`config.mk`:
```
export PLATFORM = sky130hd
export DESIGN_NAME = health_ctrl
export DESIGN_NICKNAME = d
export VERILOG_FILES = /design/src/rtl/health_ctrl.sv
export SDC_FILE = /design/constraint.sdc
export NUM_CORES = 1
export LEC_CHECK = 0
export CAP_MARGIN = 5
export CORE_MARGIN = 2
export CORE_UTILIZATION = 55
export CTS_CLUSTER_SIZE = 14
export DETAILED_ROUTE_END_ITERATION = 6
export PLACE_DENSITY = 0.87
export SYNTH_ARGS = -nofsm -noshare
export SYNTH_HDL_FRONTEND = slang
export SYNTH_SLANG_ARGS = --single-unit
export TNS_END_PERCENT = 30
```
`constraint.sdc`:
```
create_clock -name clk -period 1.99 [get_ports clk]
set_input_delay 0.2985 -clock clk [delete_from_list [all_inputs] [get_ports clk]]
set_output_delay 0.2985 -clock clk [all_outputs]
set_load 0.03 [all_outputs]
```
`src/rtl/health_ctrl.sv`:
```
// Player life-count controller: hits, heals, new-game restart, frame-counted invulnerability with blink strobe.
// Optional heart regeneration over time is enabled by defining HEALTH_REGEN_EN.
module health_ctrl #(
    parameter int unsigned MAX_HEARTS    = 3,
    parameter int unsigned INVULN_FRAMES = 120,
    parameter int unsigned BLINK_FRAMES  = 8,
    parameter int unsigned REGEN_FRAMES  = 600
) (
    input  logic       clk,
    input  logic       rst,
    input  logic       frame_tick,
    input  logic       hit,
    input  logic       heal,
    input  logic       new_game,
    output logic [1:0] num_hearts,
    output logic       invuln,
    output logic       hearts_blink,
    output logic       game_over
);

    localparam int unsigned HW = 2;
    localparam int unsigned IW = 8;
    localparam int unsigned BW = 4;

    localparam logic [HW-1:0] HEARTS_MAX = HW'(MAX_HEARTS);
    localparam logic [IW-1:0] INV_LOAD   = IW'(INVULN_FRAMES);
    localparam logic [BW-1:0] BLINK_LOAD = BW'(BLINK_FRAMES);

    typedef enum logic [1:0] {
        ALIVE  = 2'd0,
        INVULN = 2'd1,
        DEAD   = 2'd2
    } state_e;

    state_e        state_q, state_d;
    logic [HW-1:0] hearts_q, hearts_d;
    logic [IW-1:0] inv_cnt_q, inv_cnt_d;
    logic [BW-1:0] blink_cnt_q, blink_cnt_d;
    logic          blink_q, blink_d;
    logic          invuln_q, invuln_d;
    logic          game_over_q, game_over_d;
    logic [HW-1:0] hearts_inc;

`ifdef HEALTH_REGEN_EN
    localparam int unsigned RW = 10;
    localparam logic [RW-1:0] REGEN_LAST = RW'(REGEN_FRAMES - 1);
    logic [RW-1:0] regen_cnt_q, regen_cnt_d;
`endif

    assign hearts_inc = (hearts_q < HEARTS_MAX) ? hearts_q + HW'(1) : hearts_q;

    // State register
    always_ff @(posedge clk) begin
        if (rst) begin
            state_q <= ALIVE;
        end else begin
            state_q <= state_d;
        end
    end

    // Next-state logic
    always_comb begin
        state_d = state_q;
        if (new_game) begin
            state_d = ALIVE;
        end else begin
            case (state_q)
                ALIVE:   if (hit) state_d = (hearts_q <= HW'(1)) ? DEAD : INVULN;
                INVULN:  if (frame_tick && inv_cnt_q == IW'(1)) state_d = ALIVE;
                DEAD:    state_d = DEAD;
                default: state_d = ALIVE;
            endcase
        end
    end

    // Datapath and output next values; heal still applies in INVULN since the hit there is ignored
    always_comb begin
        hearts_d    = hearts_q;
        inv_cnt_d   = inv_cnt_q;
        blink_cnt_d = blink_cnt_q;
        blink_d     = blink_q;
`ifdef HEALTH_REGEN_EN
        regen_cnt_d = regen_cnt_q;
`endif
        if (new_game) begin
            hearts_d    = HEARTS_MAX;
            inv_cnt_d   = '0;
            blink_cnt_d = '0;
            blink_d     = 1'b0;
`ifdef HEALTH_REGEN_EN
            regen_cnt_d = '0;
`endif
        end else begin
            case (state_q)
                ALIVE: begin
                    if (hit) begin
                        hearts_d = (hearts_q != '0) ? hearts_q - HW'(1) : hearts_q;
                        if (state_d == INVULN) begin
                            inv_cnt_d   = INV_LOAD;
                            blink_cnt_d = BLINK_LOAD;
                            blink_d     = 1'b1;
                        end
`ifdef HEALTH_REGEN_EN
                        regen_cnt_d = '0;
`endif
                    end else if (heal) begin
                        hearts_d = hearts_inc;
`ifdef HEALTH_REGEN_EN
                        regen_cnt_d = '0;
`endif
                    end
`ifdef HEALTH_REGEN_EN
                    else if (frame_tick && hearts_q < HEARTS_MAX) begin
                        if (regen_cnt_q == REGEN_LAST) begin
                            hearts_d    = hearts_inc;
                            regen_cnt_d = '0;
                        end else begin
                            regen_cnt_d = regen_cnt_q + RW'(1);
                        end
                    end
`endif
                end
                INVULN: begin
                    if (heal) hearts_d = hearts_inc;
                    if (frame_tick) begin
                        inv_cnt_d = inv_cnt_q - IW'(1);
                        if (inv_cnt_q == IW'(1)) begin
                            blink_cnt_d = '0;
                            blink_d     = 1'b0;
                        end else if (blink_cnt_q == BW'(1)) begin
                            blink_cnt_d = BLINK_LOAD;
                            blink_d     = ~blink_q;
                        end else begin
                            blink_cnt_d = blink_cnt_q - BW'(1);
                        end
                    end
                end
                default: ;
            endcase
        end
        invuln_d    = (state_d == INVULN);
        game_over_d = (state_d == DEAD);
    end

    always_ff @(posedge clk) begin
        if (rst) begin
            hearts_q    <= HEARTS_MAX;
            inv_cnt_q   <= '0;
            blink_cnt_q <= '0;
            blink_q     <= 1'b0;
            invuln_q    <= 1'b0;
            game_over_q <= 1'b0;
        end else begin
            hearts_q    <= hearts_d;
            inv_cnt_q   <= inv_cnt_d;
            blink_cnt_q <= blink_cnt_d;
            blink_q     <= blink_d;
            invuln_q    <= invuln_d;
            game_over_q <= game_over_d;
        end
    end

`ifdef HEALTH_REGEN_EN
    always_ff @(posedge clk) begin
        if (rst) regen_cnt_q <= '0;
        else     regen_cnt_q <= regen_cnt_d;
    end
`endif

    assign num_hearts   = hearts_q;
    assign invuln       = invuln_q;
    assign hearts_blink = blink_q;
    assign game_over    = game_over_q;

endmodule

```
; ---- Word level (Yosys, flattened, before mapping)
; Index checks and enable logic that the tools add are counted.
[op_classes]
addsub = 4
n_lt_le_gt_ge = 2
eq_ne = 11
n_mux = 26
bitwise = 1
n_reduce_logical = 8
[ops]
columns = operator, count
row1 = 8-bit 2-to-1 mux, 3
row2 = 4-bit 2-to-1 mux, 5
row3 = 2-bit 2-to-1 mux, 8
row4 = 8-bit one-hot mux with 2 select lines, 1
row5 = "8-bit by 1-bit == test with 1-bit output, second input constant", 1
row6 = 4-bit one-hot mux with 2 select lines, 1
row7 = "8-bit by 1-bit subtractor with 8-bit output, second input constant", 1
row8 = "2-bit != test, second input constant", 3
row9 = "3-bit != test, second input constant", 2
row10 = 2-bit one-hot mux with 3 select lines, 1
row11 = 1-bit 2-to-1 mux, 5
row12 = 5-bit AND reduction, 1
row13 = "2-bit by 1-bit == test with 1-bit output, second input constant", 2
row14 = "2-bit == test, second input constant", 2
row15 = "4-bit by 1-bit == test with 1-bit output, second input constant", 1
row16 = 2-bit one-hot mux with 2 select lines, 1
row17 = 4-bit AND reduction, 1
row18 = 2-bit nonzero test, 2
row19 = "4-bit by 1-bit subtractor with 4-bit output, second input constant", 1
row20 = "2-bit by 1-bit adder with 2-bit output, second input constant", 1
row21 = "2-bit by 1-bit less-or-equal comparator with 1-bit output, second input constant", 1
row22 = 2-bit logical NOT, 1
row23 = "2-bit less-than comparator, second input constant", 1
row24 = 1-bit one-hot mux with 2 select lines, 1
row25 = 5 further kinds, 5
[totals]
reg_bits = 19
in_bits = 6
out_inout_bits = 5
wordCells = 59

; ---- Longest topological paths before layout
; Gate-level depths: netlist (run 1).
[depth]
ltp_word = 9
ltp_mapped = 6
depth_no_buf = 6

; ---- Worst setup path before layout (run 1)
; No wires, ideal clock.
[synth_path]
path_kind = register to register
startpoint = register hearts_q[1] (netlist: num_hearts[1])
endpoint = register blink_cnt_q[2]
setup_time_ns = 0.117
arrival_time_ns = 1.803
setup_slack_ns = 0.070
stages_incl_launch_ff = 7
path_buffers = 0
period_less_slack_ns = 1.920
cell_sequence = dfxtp_1 -> inv_1 -> ha_1 -> nand4bb_1 -> o31ai_2 -> o31ai_1 -> a32o_1
[synth_between]
elab_chain_len = 8
[synth_rtl]
columns = item, line_no
row1 = from (decl), 36  ; logic [HW-1:0] hearts_q, hearts_d;
row2 = from (signal assigned), 154  ; hearts_q <= hearts_d;
row3 = 2-bit by 1-bit less-or-equal comparator with 1-bit output, 68  ; ALIVE: if (hit) state_d = (hearts_q <= HW'(1)) ? DEAD : INVULN;
row4 = 2-bit 2-to-1 mux (2 in a row), 68
row5 = 2-bit one-hot mux with 3 select lines, 67  ; case (state_q)
row6 = 2-bit 2-to-1 mux, 64  ; if (new_game) begin
row7 = 2-bit by 1-bit == test with 1-bit output, 98  ; if (state_d == INVULN) begin
row8 = 2-bit != test (no source line), --
row9 = 4-bit AND reduction (no source line), --
row10 = to (signal assigned), 156  ; blink_cnt_q <= blink_cnt_d;
row11 = to (decl), 38  ; logic [BW-1:0] blink_cnt_q, blink_cnt_d;
; Every way passes these cells.
; A chain may end at the register's enable or synchronous reset.

; ---- Worst setup path in the final report (run 1)
[layout_path]
startpoint = register hearts_q[1] (netlist: num_hearts[1])
endpoint = register blink_cnt_q[1]
; The elaborated chain is that of the path after synthesis.

==> impl_metrics.tcl, run 1 <==
set metrics [dict create \
    synth_area_per_cell_um2 8.90 \
    synth_edf_count 0 \
    start_util 0.577 \
    highest_layer "met4" \
    ys_types 47 \
    intPower_w 0.000530 \
    final.period_utilization 0.923 \
    fin_setup_tns_ps 0 \
    r2r-start "num_hearts[1]" \
    max_slew_margin 0.605 \
    finalClockSkew_ps 5.72 \
    drc 0 \
    comb_power_share 0.176 \
    final_common_cell "dfxtp_1" \
    final_hold_viol_count 0 \
    wl_met3_um 55 \
    totalWireLength_um 2480 \
    cts_sinks 19 \
    rows 16 \
    p_per_area_nw_per_um2 566 \
    max_freq_mhz 544 \
    crit_path_max_fanout 7 \
    min_delay_path_depth 2 \
    antenna_found_initial 0 \
    io_buffers 10 \
    reg2reg_to "blink_cnt_q[1]" \
    final_nets 156 \
    asyncSetResetFlopFracSynth 0 \
    hold_end "inv_cnt_q[1]" \
    grt_max_degree 14 \
    cp-end-kind "register" \
    switching_share 0.284 \
    grt_pass1_vias 996 \
    cpPeakStageDelay_ps 410 \
    cts_inserted_buffers 3 \
    crit_required_ps 2230 \
    post-route-min-period_ps 1840 \
    fin_util 0.673 \
    switchingPower_w 0.000210 \
    path_delay_family "simple AND/OR/NAND/NOR gates" \
    worst_slew_pin_slew_ps 588 \
    routabilityCongestion 0.874 \
    viasPerCell 5.99 \
    drt-pass1-iter-count 4 \
    ant_nets 0 \
    core_um2 1940 \
    fillers 161 \
    leakagePower_nw 0.497 \
    layout-drive-gt1-share 0.148 \
    synth_cells 126 \
    ys_seq_area_frac 0.339 \
    wl_met2_um 1200 \
    overflow 0 \
    worstHoldStart "inv_cnt_q[1]" \
    report.final.slew_viol_count 0 \
    worst-path-buf-inv 1 \
    peakVddDrop_uv 424 \
    dieHeight_um 49.1 \
    grt_usage 0.230 \
    syn_area_um2 1120 \
    insertion_delay_ps 300 \
    dp_hpwl_um 1900 \
    path_clk_slew_ps 110 \
    arrival_ps 2070 \
    die_w_um 49.1 \
    io_pins 11 \
    grt_pass1_wl_um 4310 \
    critPathSlowestCell "or4_1" \
    synthToLayoutAreaGrowth_pct 16.6 \
    status "finished, final reports clean" \
    wl_met1_um 1180 \
    cts_max_path_buffers 2 \
    drt_iter0_drc 29 \
    htree_levels 1 \
    yosys_most_used_dff "dfxtp_1" \
    vias 1012 \
    n_antenna_cell 0 \
    yosysWarnings 0 \
    wl_per_cell_um 14.7 \
    power.share.sequential 0.553 \
    rr_worst_depth 6 \
    cts_repair_resize_count 0 \
    cts_tree "yes" \
    synth_fp_nets 139 \
    crit_type "register to register" \
    layout_common_cells "dfxtp_1 (19), nand2_1 (12), inv_1 (11), clkdlybuf4s50_1 (10), a21oi_1 (8)" \
    ctsHoldBuffers 0 \
    drv_cap 0 \
    clkPwrFrac 0.271 \
    finalSetupViolCount 0 \
    rrSetupSlack_ps 150 \
    postCtsSetupRepairBufs 0 \
    crit_chain "inv_1 > ha_1 > and4bb_2 > a21boi_2 > or4_1 > a21oi_1" \
    holdCritPathClass "register to register" \
    root_buffer "clkbuf_4" \
    crit_path_start_kind "register" \
    rsz0062_at_grt "no" \
    die-area_um2 2420 \
    ys_seq_elements 19 \
]
-- final cells by class --
class | count | area, µm² | area share
inverter | 11 | 41.3 | 0.0316
sequential | 19 | 380 | 0.291
clock buffer | 3 | 22.5 | 0.0172
clock inverter | 1 | 5.00 | 0.00383
tap | 27 | 33.8 | 0.0258
multi-input combinational | 93 | 687 | 0.525
timing repair buffer | 15 | 138 | 0.105
-- tightest hold or removal path, cell delays in order (launching register included) --
cell,delay [ps]
dfxtp_1,340
nand2_1,60
a21oi_1,50
-- registers in the layout, indices dropped and copies added (netlist names) --
name / count
game_over: 1
blink_cnt_q: 4
invuln: 1
hearts_blink: 1
inv_cnt_q: 8
state_q: 2
num_hearts: 2
-- worst max path at each step --
stage | slack [ps] | to | cells past startpoint | start
2_1_floorplan | 70 | blink_cnt_q[2] | 6 | num_hearts[1]
3_3_place_gp | 140 | blink_cnt_q[1] | 5 | frame_tick
3_5_place_dp | 100 | blink_cnt_q[1] | 5 | frame_tick
4_1_cts | 170 | blink_cnt_q[1] | 6 | num_hearts[1]
5_1_grt | 80 | blink_cnt_q[1] | 6 | num_hearts[1]
6_report | 150 | blink_cnt_q[1] | 6 | num_hearts[1]
-- power groups by stage --
stage | clock (W) | combinational [W] | sequential (W)
3_3_place_gp | 0 | 0.000126 | 0.000417
4_1_cts | 0.000202 | 0.000130 | 0.000409
6_report | 0.000200 | 0.000130 | 0.000409
5_1_grt | 0.000217 | 0.000143 | 0.000411
2_1_floorplan | 0 | 0.0000757 | 0.000419
3_5_place_dp | 0 | 0.000129 | 0.000418
-- cells by family (layout without fill, tap and decap cells) --
logic type                 Yosys count  in the layout  share of synthesized area
xor gates and xnor gates             2              2                     0.0156
and+or+nand+nor                     46             46                      0.268
AOI/OAI and AO/OA                   36             36                      0.232
buffers and inverters               14             30                     0.0480
muxes                                2              2                     0.0190
adders and majority gates            7              7                     0.0781
DFF                                 19             19                      0.339
-- Yosys cell counts, types with 2 or more instances --
cell type	number	area [µm²]
ha_1	7	87.6
nor4_1	2	12.5
a211oi_1	5	37.5
or2_2	2	12.5
nand4bb_1	2	22.5
or3_1	2	12.5
and3_1	2	12.5
nor2_1	4	15.0
o211ai_1	2	15.0
o21ai_0	4	20.0
nor2b_1	2	12.5
inv_1	11	41.3
nor3_1	5	25.0
a21boi_0	2	15.0
a21oi_1	8	40.0
xnor2_1	2	17.5
clkbuf_1	2	7.51
nor4_2	2	25.0
a31oi_1	2	12.5
nand4b_1	2	17.5
dfxtp_1	19	380
nand2_1	12	45.0
-- per-layer routing --
layer  up-vias  GRT usage
li1        499          -
met1       492      0.288
met2        17      0.387
met3         4     0.0307
met4         0      0.105
met5         -          0
-- metrics by stage --
| step | cells | worst slack [ps] | hold slack [ps] | area (µm²) | total power [W] |
|---|---|---|---|---|---|
| CTS | 169 | 172 | 495 | 1310 | 0.000741 |
| floorplan | 126 | 69.8 | 445 | 1120 | 0.000495 |
| finish | 169 | 153 | 493 | 1310 | 0.000740 |
| global route | 169 | 75.6 | 519 | 1310 | 0.000772 |
| global placement | 165 | 145 | 463 | 1280 | 0.000542 |
| detailed placement | 165 | 97.9 | 480 | 1280 | 0.000547 |
Power figures use the tool's default switching activity.
==> inputs of run 2 (changes only) <==
==> constraint.sdc (replaced) <==
create_clock -name clk -period 1.99 [get_ports clk]
set_input_delay 0.398 -clock clk [delete_from_list [all_inputs] [get_ports clk]]
set_output_delay 0.398 -clock clk [all_outputs]
set_load 0.03 [all_outputs]
==> run 2 against run 1 <==
Effect of this change: critical path depth shrank 5; core utilization grew 1.2 points; setup slack lost 4.1 ps; largest power group unchanged; combinational power grew 4%; count of clock-buffer cells in the layout is the same; critical endpoint is now num_hearts[0]; non-clock buffer count grew 3; total power grew 1.2%; sequential power is essentially flat; hold slack lost 11 ps; register-to-register slack gained 70 ps; sequential share of layout area shrank 0.49 points; clock skew grew 3.1 ps.
==> impl_metrics.tcl, run 2 (synthesized netlist as in run 1, its figures left out) <==
set metrics [dict create \
    crit_required_ps 1590 \
    final.period_utilization 0.925 \
    cts_inserted_buffers 3 \
    critPathSlowestCell "clkdlybuf4s50_1" \
    dieHeight_um 49.1 \
    dp_slack_ps 38.6 \
    max_slew_margin 0.629 \
    viasPerCell 5.97 \
    final_common_cell "dfxtp_1" \
    drt_iter0_drc 30 \
    layout-drive-gt1-share 0.166 \
    postCtsSetupRepairBufs 0 \
    reg_top3 "inv_cnt_q (8), blink_cnt_q (4)" \
    ctsHoldBuffers 0 \
    grt_max_degree 14 \
    final_hold_viol_count 0 \
    vias 1026 \
    start_util 0.577 \
    worst-path-buf-inv 1 \
    largest_reg_flops 8 \
    fin_setup_tns_ps 0 \
    io_pins 11 \
    fin_util 0.685 \
    max_freq_mhz 543 \
    path_clk_slew_ps 120 \
    crit_path_start_kind "register" \
    rows 16 \
    crit_chain "clkdlybuf4s50_1" \
    arrival_ps 1440 \
    layout_common_cells "dfxtp_1 (19), nand2_1 (12), inv_1 (11), clkdlybuf4s50_1 (10)" \
    finalSetupViolCount 0 \
    peakVddDrop_uv 357 \
    report.final.slew_viol_count 0 \
    worst_slew_pin_slew_ps 553 \
    dp_hpwl_um 1920 \
    synthToLayoutAreaGrowth_pct 18.6 \
    drv_cap 0 \
    overflow 0 \
    regMostFlops "inv_cnt_q" \
    finalClockSkew_ps 8.84 \
    io_buffers 10 \
    fillers 169 \
    crit_type "register to primary output" \
    cts_sinks 19 \
    grt_usage 0.238 \
    htree_levels 1 \
    die_w_um 49.1 \
    ant_nets 0 \
    drc 0 \
    rsz0062_at_grt "no" \
    root_buffer "clkbuf_4" \
    antenna_found_initial 0 \
    final_nets 159 \
    die-area_um2 2420 \
    cp-end-kind "primary output" \
    totalWireLength_um 2480 \
    grt_pass1_vias 1044 \
    rrSetupSlack_ps 220 \
    post-route-min-period_ps 1840 \
    insertion_delay_ps 310 \
    crit_path_max_fanout 6 \
    cts_tree "yes" \
    cts_max_path_buffers 2 \
    leakagePower_nw 0.511 \
    routabilityCongestion 0.792 \
    setup_ws_ps 149 \
    wl_per_cell_um 14.4 \
    core_um2 1940 \
    grt_pass1_wl_um 4490 \
    status "finished, final reports clean" \
    cts_repair_resize_count 0 \
    holdCritPathClass "register to register" \
    n_antenna_cell 0 \
    drt-pass1-iter-count 4 \
    cpPeakStageDelay_ps 700 \
    p_per_area_nw_per_um2 563 \
    path_delay_family "buffers and inverters" \
]
run 2: cell type report:
cell class,count,area [µm²],share of cell area
Multi-Input combinational cell,93,687,0.516
Timing Repair Buffer,18,160,0.120
Inverter,11,41.3,0.0310
Tap cell,27,33.8,0.0254
Sequential cell,19,380,0.286
Clock buffer,3,22.5,0.0169
Clock inverter,1,5.00,0.00376
run 2: power breakdown:
part	switching, W	internal (W)	total, W	leakage [nW]
Sequential	0.0000160	0.000393	0.000409	0.154
Clock	0.000129	0.0000752	0.000204	0.0177
Combinational	0.0000695	0.0000658	0.000135	0.338
Total	0.000215	0.000534	0.000748	0.511
run 2: routing by layer:
layer	vias to the layer above	track usage	wire (µm)
met1	484	0.277	1080
met2	25	0.419	1240
li1	506	-	-
met3	11	0.0429	86
met4	0	0.110	74
met5	-	0	0
run 2: per-stage QoR:
| stage | hold WS [ps] | total power [W] | std cells | area, µm² |
|---|---|---|---|---|
| final | 482 | 0.000748 | 172 | 1330 |
| after global routing | 518 | 0.000785 | 172 | 1330 |
| after CTS | 491 | 0.000750 | 172 | 1330 |
| after detailed placement | 476 | 0.000551 | 168 | 1300 |
| after global placement | 462 | 0.000545 | 168 | 1300 |
| after floorplan | 445 | 0.000495 | 126 | 1120 |
run 2: final timing paths:
| path | startpoint | end | cells after the start |
|---|---|---|---|
| setup / recovery | num_hearts[0] | num_hearts[0] | 1 |
| hold / removal | inv_cnt_q[1] | inv_cnt_q[1] | 2 |
| hold reg to reg | inv_cnt_q[1] | inv_cnt_q[1] | 2 |
| setup reg to reg | num_hearts[1] | blink_cnt_q[1] | 6 |
==> edit 1 (settings of run 2) <==
Build with the macro `HEALTH_REGEN_EN` defined.
--- a/src/rtl/health_ctrl.sv
+++ b/src/rtl/health_ctrl.sv
@@ -1,5 +1,7 @@
 // Player life-count controller: hits, heals, new-game restart, frame-counted invulnerability with blink strobe.
 // Optional heart regeneration over time is enabled by defining HEALTH_REGEN_EN.
+`define HEALTH_REGEN_EN
+
 module health_ctrl #(
     parameter int unsigned MAX_HEARTS    = 3,
     parameter int unsigned INVULN_FRAMES = 120,
Check against the original RTL: same outputs for any inputs over 10 cycles, from zero or initial values and one cycle with rst high; that may be too few to reach the edited logic, so the function may still have changed.
==> edit 1 against run 2 <==
  * Wire length rose by 46%
  * Power rose by 90%
  * Setup slack got worse by 0.083 ns
  * Synthesized cell count rose by 50%
  * Critical path depth did not move
  * Non-clock buffer count rose by 8
  * Cell area rose by 45%
  * Register-to-register slack got worse by 0.13 ns
  * Core utilization rose by 1.5 points
  * Synthesized area rose by 42%
  * Sequential cell count rose by 10
  * Sequential power rose by 50%
  * Critical path type unchanged
  * Highest routed layer unchanged
==> edit 1: results (changes against run 2) <==
Post-DP HPWL - 2566 microns (was 1922 microns)
Slew HR - 0.6787 (was 0.6288)
synth unique cells - 41 (was 47)
detailed-route wire length - 3616 microns (was 2477 microns)
pin count of the biggest net entering global routing - 15 (was 14)
status - finished clean (unchanged)
clock network power share - 0.432 (was 0.273)
global-route wire length before repair - 6182 microns (was 4485 microns)
Synth Area in XOR/XNOR - 0.05499 (was 0.01563)
Setup Skew - 0.01216 ns (was 0.008843 ns)
top post-synthesis cells by area - dfxtp_1 36%, ha_1 7.1%, nor2_1 5.4% (was dfxtp_1 34%, ha_1 7.8%, nand2_1 4.0%)
Seq. pwr - 614 uW (was 409 uW)
Worst-Skew Late Latency - 0.34 ns (was 0.31 ns)
Post-synth top flop - dfxtp_1 (unchanged)
CP peak stage delay - 0.72 ns (was 0.70 ns)
most instantiated cells after synthesis - 29 x dfxtp_1, 23 x nor2_1, 13 x a21oi_1, 13 x nand2_1, 12 x nor3_1 (was 19 x dfxtp_1, 12 x nand2_1, 11 x inv_1)
Synth Area in Compound Gates - 0.1775 (was 0.2321)
syn_nets - 204 (was 139)
DRT Pass-1 Iters - 5 (was 4)
wire length on met1 - 1553 microns (was 1076 microns)
layout cells sized above 1 - 0.1643 (was 0.1655)
number of vias per cell - 5.939 (was 5.965)
initial antenna violation count - 0 (unchanged)
mux cell area share after synthesis - 0.01257 (was 0.01897)
Worst VDD drop - 0.8643 mV (was 0.3566 mV)
Met2 Wirelength - 1827 microns (was 1238 microns)
Clock transition at path regs - 0.10 ns (was 0.12 ns)
cell leakage power - 0.7154 nW (was 0.5105 nW)
register area share after synthesis - 0.3645 (was 0.3393)
routability cong. - 0.8291 (was 0.7922)
Synth Area in Adders - 0.07070 (was 0.07813)
total CTS buffers - 5 (was 3)
Worst Path Arrival - 1.53 ns (was 1.44 ns)
Worst Path Max Fanout - 7 (was 6)
Cell Int Power - 1.073 mW (was 533.7 uW)
H-tree depth - 2 (was 1)
Post-layout nets - 227 (was 159)
vias in the first global route - 1,380 (was 1,044)
Overall Power - 1.419 mW (was 748.3 uW)
initial drt markers - 108 (was 30)
Filler Cell Count - 205 (was 169)
-- edit 1: final timing paths --
| check | start | end | slack, ns | cells past startpoint |
|---|---|---|---|---|
| worst max register to register | num_hearts[1] | blink_cnt_q[1] | 0.09 | 7 |
| worst min register to register | hearts_blink | hearts_blink | 0.49 | 2 |
| worst max-delay path | num_hearts[0] | num_hearts[0] | 0.07 | 1 |
| worst min-delay path | hearts_blink | hearts_blink | 0.49 | 2 |
-- edit 1: logic make-up (layout without fill, tap and decap cells) --
logic type / after synthesis / count (layout)
and+or+nand+nor: 79 / 79
AOI/OAI and AO/OA: 41 / 41
DFF: 29 / 29
buffers and inverters: 19 / 43
xor gates and xnor gates: 10 / 10
adders and majority gates: 9 / 9
muxes: 2 / 2
-- edit 1: per-stage QoR --
step,worst slack (ns),cell area (sq um),std cells
finish,0.06560,1931,244
global route,0.003198,1931,244
CTS,0.04105,1909,244
detailed placement,-0.1912,1807,236
global placement,-0.1377,1807,236
floorplan,0.005216,1594,189
-- edit 1: timing repair --
item,in CTS,in global routing
gates resized for setup,0,6
hold buffers,0,0
setup endpoints to repair,0,5
-- edit 1: area by class of cell --
cell class                      instances  share of cell area
Tap cell                               31             0.02009
Sequential cell                        29              0.3033
Clock buffer                            5             0.01944
Multi-Input combinational cell        141              0.4919
Timing Repair Buffer                   26              0.1141
Inverter                                9             0.01750
Clock inverter                          3             0.03370
-- edit 1: routing by layer --
| layer | vias to the layer above | global-route usage |
|---|---|---|
| met5 | - | 0 |
| met4 | 0 | 0.1262 |
| met3 | 9 | 0.06920 |
| met2 | 39 | 0.3945 |
| met1 | 674 | 0.2861 |
| li1 | 727 | - |
-- edit 1: tightest hold or removal path: cells and delay by family (launching register included) --
kind	cells	cell delay, ns
DFF	1	0.33
AOI/OAI and AO/OA	2	0.13
==> edit 2 (flow settings as in run 2) <==
Made on the original files. Put one more register stage on the output `game_over`, with the module's reset. The value now appears one clock later. The other outputs are not delayed to match.
--- a/src/rtl/health_ctrl.sv
+++ b/src/rtl/health_ctrl.sv
@@ -170,7 +170,13 @@
     assign num_hearts   = hearts_q;
     assign invuln       = invuln_q;
     assign hearts_blink = blink_q;
-    assign game_over    = game_over_q;
+    always_ff @(posedge clk) begin
+        if (rst) begin
+            game_over <= '0;
+        end else begin
+            game_over <= game_over_q;
+        end
+    end
 
 endmodule
 
Formal check against the unedited RTL: same outputs for any inputs over 10 cycles, from zero or initial values and one cycle with rst high; that may be too few to reach the edited logic, so the function may still have changed.
==> edit 2 against run 2 <==
  * Setup slack got worse by 0.020 ns
  * Sequential cell count increased by 1
  * Synthesized area decreased by 1.1%
  * Power increased by 4.5%
  * Register-to-register slack improved by 0.04 ns
  * First-iteration DRC count decreased by 43%
  * Worst hold slack got worse by 0.019 ns
  * Final cell count decreased by 2.9%
  * Largest cell class unchanged
  * Cell area decreased by 2.4%
  * Wire length decreased by 6.1%
  * Synthesized cell count decreased by 1.6%
==> edit 2: results (changes against run 2) <==
Post-DP HPWL - 1768 microns (was 1922 microns)
drt wl/cell - 13.92 microns (was 14.40 microns)
Worst Setup SP - num_hearts[0] (unchanged)
# diodes - 0 (unchanged)
post-synthesis cell count - 124 (was 126)
initial antenna violation count - 0 (unchanged)
CTS root buf - clkbuf_4 (unchanged)
Post-synth top flop - dfxtp_1 (unchanged)
vias in the first global route - 950 (was 1,044)
most instantiated cells after synthesis - 20 x dfxtp_1, 10 x a21oi_1, 10 x inv_1 (was 19 x dfxtp_1, 12 x nand2_1, 11 x inv_1)
initial drt markers - 17 (was 30)
routability cong. - 0.9043 (was 0.7922)
top post-synthesis cells by area - dfxtp_1 36%, ha_1 7.9%, a21oi_1 4.5% (was dfxtp_1 34%, ha_1 7.8%, nand2_1 4.0%)
pin count of the biggest net entering global routing - 12 (was 14)
DP Area - 1262 sq um (was 1303 sq um)
CTS resizes - 0 (unchanged)
Setup WS pre-CTS - -0.04806 ns (was 0.03855 ns)
Worst Path Max Fanout - 6 (unchanged)
top flop regs - inv_cnt_q x8, blink_cnt_q x4 (unchanged)
Synth Area in Compound Gates - 0.1930 (was 0.2321)
CP peak stage delay - 0.72 ns (was 0.70 ns)
Worst VDD drop - 0.4129 mV (was 0.3566 mV)
Synth Area in XOR/XNOR - 0.04740 (was 0.01563)
cell leakage power - 0.4844 nW (was 0.5105 nW)
mux cell area share after synthesis - 0 (was 0.01897)
syn_nets - 137 (was 139)
H-tree depth - 1 (unchanged)
Syn. warnings - 0 (unchanged)
Filler Cell Count - 158 (was 169)
Hold Path Origin - game_over_q (was inv_cnt_q[1])
Placed Cells - 163 (was 168)
worst-margin pin slew - 0.4011 ns (was 0.5525 ns)
register area share after synthesis - 0.3612 (was 0.3393)
Async S/R FF share, synth - 0 (unchanged)
synth unique cells - 42 (was 47)
Worst Path Arrival - 1.46 ns (was 1.44 ns)
Post-layout nets - 154 (was 159)
Clock Tree Buf Depth - 2 (unchanged)
layout cells sized above 1 - 0.1500 (was 0.1655)
Setup Skew - 0.001716 ns (was 0.008843 ns)
status - finished clean (unchanged)
Vias - 975 (was 1,026)
global-route wire length before repair - 4133 microns (was 4485 microns)
number of vias per cell - 5.838 (was 5.965)
Synth Area in Adders - 0.07901 (was 0.07813)
global-route total usage across every layer - 0.2182 (was 0.2380)
[edit 2: kinds of logic after synthesis]
kind of cell	Yosys count
compound gates	32
xor+xnor	6
fa+ha+maj	7
buf+inv	16
flops	20
simple gates	43
[edit 2: final cells by class]
class,instances,area [sq um],area share
inverters,10,37.54,0.02890
repair buffers,18,160.2,0.1233
well taps,27,33.78,0.02601
clock buffers,4,36.28,0.02794
flip-flops and latches,20,400.4,0.3083
multi-input cells,88,630.6,0.4855
[edit 2: final timing paths]
check	endpoint	slack [ns]	cells after the start
max	num_hearts[0]	0.13	1
min	game_over	0.46	1
max reg2reg	blink_cnt_q[2]	0.26	6
min reg2reg	game_over	0.46	1
[edit 2: where the power goes]
part | leakage, nW | total, mW | internal, mW | switching, mW
Combinational | 0.301 | 0.120 | 0.0580 | 0.0623
Clock | 0.0210 | 0.238 | 0.112 | 0.126
Sequential | 0.162 | 0.424 | 0.412 | 0.0123
[edit 2: metal layers]
metal	wire, microns	GRT usage
met5	0	0
met4	55	0.1143
met3	123	0.03374
met2	1150	0.3630
met1	995	0.2718
